### src/rtl/register_file.sv
// Multi-ported register file: one synchronous write port, two combinational read ports.
// Synchronous active-high reset clears every entry; reset beats a same-cycle write.
module register_file #(
  parameter int unsigned DATA_WIDTH = 8,
  parameter int unsigned NUM_REGS   = 8,
  parameter int unsigned ADDR_WIDTH = 3
) (
  input  logic                  clk,
  input  logic                  rst,
  input  logic [ADDR_WIDTH-1:0] write_reg,
  input  logic [DATA_WIDTH-1:0] write_data,
  input  logic                  reg_write_en,
  input  logic [ADDR_WIDTH-1:0] read_reg1,
  input  logic [ADDR_WIDTH-1:0] read_reg2,
  output logic [DATA_WIDTH-1:0] read_data1,
  output logic [DATA_WIDTH-1:0] read_data2
);

  logic [DATA_WIDTH-1:0] regs_q [NUM_REGS];
  logic [DATA_WIDTH-1:0] regs_d [NUM_REGS];

  // Next-state: only the addressed entry changes, and only when enabled.
  always_comb begin
    for (int i = 0; i < NUM_REGS; i++) begin
      regs_d[i] = regs_q[i];
    end
    if (reg_write_en) begin
      regs_d[write_reg] = write_data;
    end
  end

  always_ff @(posedge clk) begin
    if (rst) begin
      for (int i = 0; i < NUM_REGS; i++) begin
        regs_q[i] <= '0;
      end
    end else begin
      for (int i = 0; i < NUM_REGS; i++) begin
        regs_q[i] <= regs_d[i];
      end
    end
  end

  // Reads see stored state only; a same-cycle write is visible after the edge.
  assign read_data1 = regs_q[read_reg1];
  assign read_data2 = regs_q[read_reg2];

endmodule

### config.mk
export PLATFORM = sky130hd
export DESIGN_NAME = register_file
export DESIGN_NICKNAME = d
export VERILOG_FILES = /design/src/rtl/register_file.sv
export SDC_FILE = /design/constraint.sdc
export NUM_CORES = 1
export LEC_CHECK = 0
export CORE_ASPECT_RATIO = 1.5
export CORE_MARGIN = 2
export CORE_UTILIZATION = 61
export DETAILED_ROUTE_END_ITERATION = 8
export HOLD_SLACK_MARGIN = 0.02
export PLACE_DENSITY = 0.94
export RECOVER_POWER = 25
export SYNTH_ARGS = -nofsm -noshare
export SYNTH_HDL_FRONTEND = slang
export SYNTH_SLANG_ARGS = --single-unit
export TNS_END_PERCENT = 20
### constraint.sdc
create_clock -name clk -period 2.32 [get_ports clk]
set_input_delay 0.348 -clock clk [delete_from_list [all_inputs] [get_ports clk]]
set_output_delay 0.348 -clock clk [all_outputs]
set_load 0.1 [all_outputs]
* Word level (Yosys, flattened, before mapping)
Memory sizes are Yosys's and may differ from the RTL's.
Index checks and enable logic that the tools add are counted.
** Word-level totals
- Bits in registers :: 0
- Bits in writable memories :: 64
- Input port bits :: 20
- Output and inout bits :: 16
- Word-level logic and storage cells :: 28
- Memories :: 1
** Memories
- regs_q :: words 8, bits a word 8, read ports 10, clocked after Yosys merged registers in 0, wr ports 8, line 19 : logic [DATA_WIDTH-1:0] regs_q [NUM_REGS];
** Cells by class
- Order comparisons :: 2
- Multiplexer cells :: 15
- Bitwise gates (word level) :: 9
- Reduce and logical (&&, ||, !) cells :: 1
** Operator list (number)
- two-way mux 8 bit :: 9
- bitwise mux 64 bit :: 1
- two-way mux 64 bit :: 1
- demux 8 bit (select 3 bit) :: 1
- bitwise OR 1 bit :: 8
- >= comparator 4 bit, second input constant :: 1
- < comparator 4 x 1 -> 1 bit, second input constant :: 1
- NOT 3 -> 4 bit :: 1
- two-way mux 1 bit :: 3
- logical AND 1 bit :: 1

* Longest topological paths before layout
- Depth in word-level cells :: 8
- Depth in mapped cells :: 5
- Gate-level depth less buffers :: 3

* Worst setup path after synthesis
OpenSTA, ideal clock, no wires.
- Kind :: input-to-output
- Start point :: input read_reg1[2]
- End point :: output read_data1[4]
- Data arrival time :: 1600 ps
- Required time :: 1972 ps
- Path slack :: 372 ps
- Stages :: 4
- Path buffers :: 2
- Cells stage by stage :: buf_6 buf_8 mux4_1 mux2_2
** On the way
- Cells in the longest elaborated chain, start to end :: 1
** RTL lines
- start, declared :: line 13 : input logic [ADDR_WIDTH-1:0] read_reg1,
- memory read (8 x 8 bit)
- end, declared :: line 15 : output logic [DATA_WIDTH-1:0] read_data1,
No other way between the ends.

* Worst setup path in the final report
- Start point :: input read_reg1[0]
- End point :: output read_data1[2]
The elaborated chain is that of the path after synthesis.

==> metrics.cfg <==
[clock_network]
path_clk_slew_ns=0.07
clockBufferDepth=2
cts_tree=built
clk_latency_ns=0.35
clock_sinks=64
root_buffer=clkbuf_8
cts_made_buffers=9
h-tree-depth=3
hold_buffers=0

[drt]
drc=0
first_pass_iters=5
vias_per_cell=7.06
first_iter_violations=425
antenna_left=0
wirelength_um=11200
num_vias=3114
avgRoutedWirePerCell_um=25.4

[yosys]
synth_top_area_share_pct=37.1
synth_ff_type=dfxtp_1
yosys_warnings=0
yosys.area.top_type=dfxtp_1
synth_common_cells=80 x nand2_1, 64 x dfxtp_1, 40 x a21oi_1, 32 x mux4_1
ys_seq_area_share_pct=37.1
synth_edf_count=0
yosysMostFrequentCell=nand2_1
synth_fp_nets=350
synthCells=330
syn-cell-area_mm2=0.00345
ys_types=20
synth_area_per_cell_um2=10.5
synth_area_leaders=dfxtp_1 37%, mux4_1 24%, nand2_1 8.7%
yosys_register_bits=64
async_flop_share_pct=0

[layout]
drive_gt1_share_pct=22.4
antenna_cells=0
regMostFlops=regs_q
syn2layout_area_growth_pct=27.1
largest_reg_flops=64
finish.instance_area_mm2=0.00439
nNetsFinal=386
reg.largest.list=regs_q (64)

[min_path]
hold_class=flop to flop
whs_path_depth=2

[sta]
slew_headroom_pct=38.7
post-route-min-period_ns=2.24
setup_viol=0
tightest_slew_ns=0.919
worst_slack_ns=0.0800
rsz0062_at_grt=false
fin_hold_ws_ns=0.471
fin_worst_skew_ns=0
post-route-period-util_pct=96.6
max_freq_mhz=446
slew_viol_final=0
hold_violations=0
fin_tns_setup_ns=0

[worst_setup_path]
critPathMaxFanout=5
path_buf_inv=3
cpLargestDelayFamily=multiplexers
crit_path_end_kind=output pin
crit_path_top_delay_cell=mux4_2
path_depth=5
path_cells=dlygate4sd2_1 > bufbuf_16 > mux4_2 > mux2_4 > buf_12
worstPathArrival_ns=1.89
startpoint_type=input pin
reg2regPathDepth=2
cp_slowest_stage_delay_ns=0.51
worstPathRequired_ns=1.97
setup.worst_path.class=input pin to output pin

[pwr]
p_leak_uw=0.00174
peakVddDrop_mv=0.472
p_per_area_mw_per_mm2=560

[global_route]
grt_pass1_wl_um=16900
grt_max_degree=34
grt_overflow=0
grt.total_usage_pct=38.2
antenna_found_initial=0
first_global_vias=3127

[placed_design]
pre_cts_slack_ns=-0.141
hpwl_um=6550
place_area_mm2=0.00409
place.port_buffers=35
place_congestion=0.864

[floorplan]
ios=36
die_x_um=65.4
start_util_pct=63.3
die_area_mm2=0.00629
rows=33
coreArea_mm2=0.00545
dieHeight_um=96.1

[run_status]
outcome=complete, no violations

[job]
maxCapViolCount=0

-- repair_timing --
action	in CTS	in global routing
setup endpoints to repair	16	4
gates resized for setup	12	4
pin swaps	0	0
setup buffers	2	0
cloned	4	0
-- path summary, 6_finish.rpt --
| path | from | to | slack, ns |
|---|---|---|---|
| max reg2reg | regs_q[6][3] | regs_q[6][3] | 1.52 |
| min | regs_q[0][4] | regs_q[0][4] | 0.47 |
| min reg2reg | regs_q[0][4] | regs_q[0][4] | 0.47 |
| max | read_reg1[0] | read_data1[2] | 0.08 |
-- area by class of cell --
| class | instances | area, um2 |
|---|---|---|
| flip-flops and latches | 64 | 1280 |
| repair buffers | 62 | 851 |
| multi-input cells | 229 | 1980 |
| clock inverters | 2 | 12.5 |
| clock buffers | 14 | 173 |
| well taps | 70 | 87.6 |
| fillers | 293 | 1060 |
-- power by group --
group / leakage, uW / total, uW / internal (uW) / switching (uW)
registers: 0.000518 / 1140 / 1120 / 19.8
clock network: 0.0000927 / 911 / 475 / 436
logic: 0.00113 / 407 / 188 / 219
total: 0.00174 / 2460 / 1780 / 675
-- through the flow --
step           std cells  utilization [%]  power [uW]
6_report             441             80.5        2460
5_1_grt              441             80.5        2510
4_1_cts              441             80.9        2430
3_5_place_dp         419             75.1        1530
3_3_place_gp         419             75.1        1510
2_1_floorplan        330                -        1390
-- worst reg2reg max path, stage by stage (launching register included) --
cell and delay [ns]:
dfxtp_1 0.39, nand2_1 0.08, a21oi_1 0.24
-- placed cells by master (no fill, tap or decap), drive strengths merged, types with 3 or more instances in the layout --
cell type / instances
nor2: 24
clkdlybuf4s50: 13
buf: 39
bufbuf: 4
dfxtp: 64
nor4bb: 3
mux4: 32
mux2: 16
a21oi: 40
nand4b: 3
clkbuf: 18
nand2: 80
mux2i: 24
and4b: 3
-- routing by layer --
| layer | up-vias | GRT usage, % | routed length (um) |
|---|---|---|---|
| met3 | 115 | 9.71 | 1140 |
| met1 | 1447 | 39.5 | 3580 |
| met4 | 0 | 34.4 | 1160 |
| met2 | 279 | 63.0 | 5320 |
| met5 | - | 0 | 0 |
| li1 | 1273 | - | - |
-- cells by family after synthesis --
kind of cell | Yosys count | synth area share, %
and+or+nand+nor | 117 | 15.0
buffers and inverters | 37 | 5.58
DFF | 64 | 37.1
muxes | 72 | 36.5
AOI/OAI and AO/OA | 40 | 5.80
Note: power is estimated with default switching activity, not from simulation.
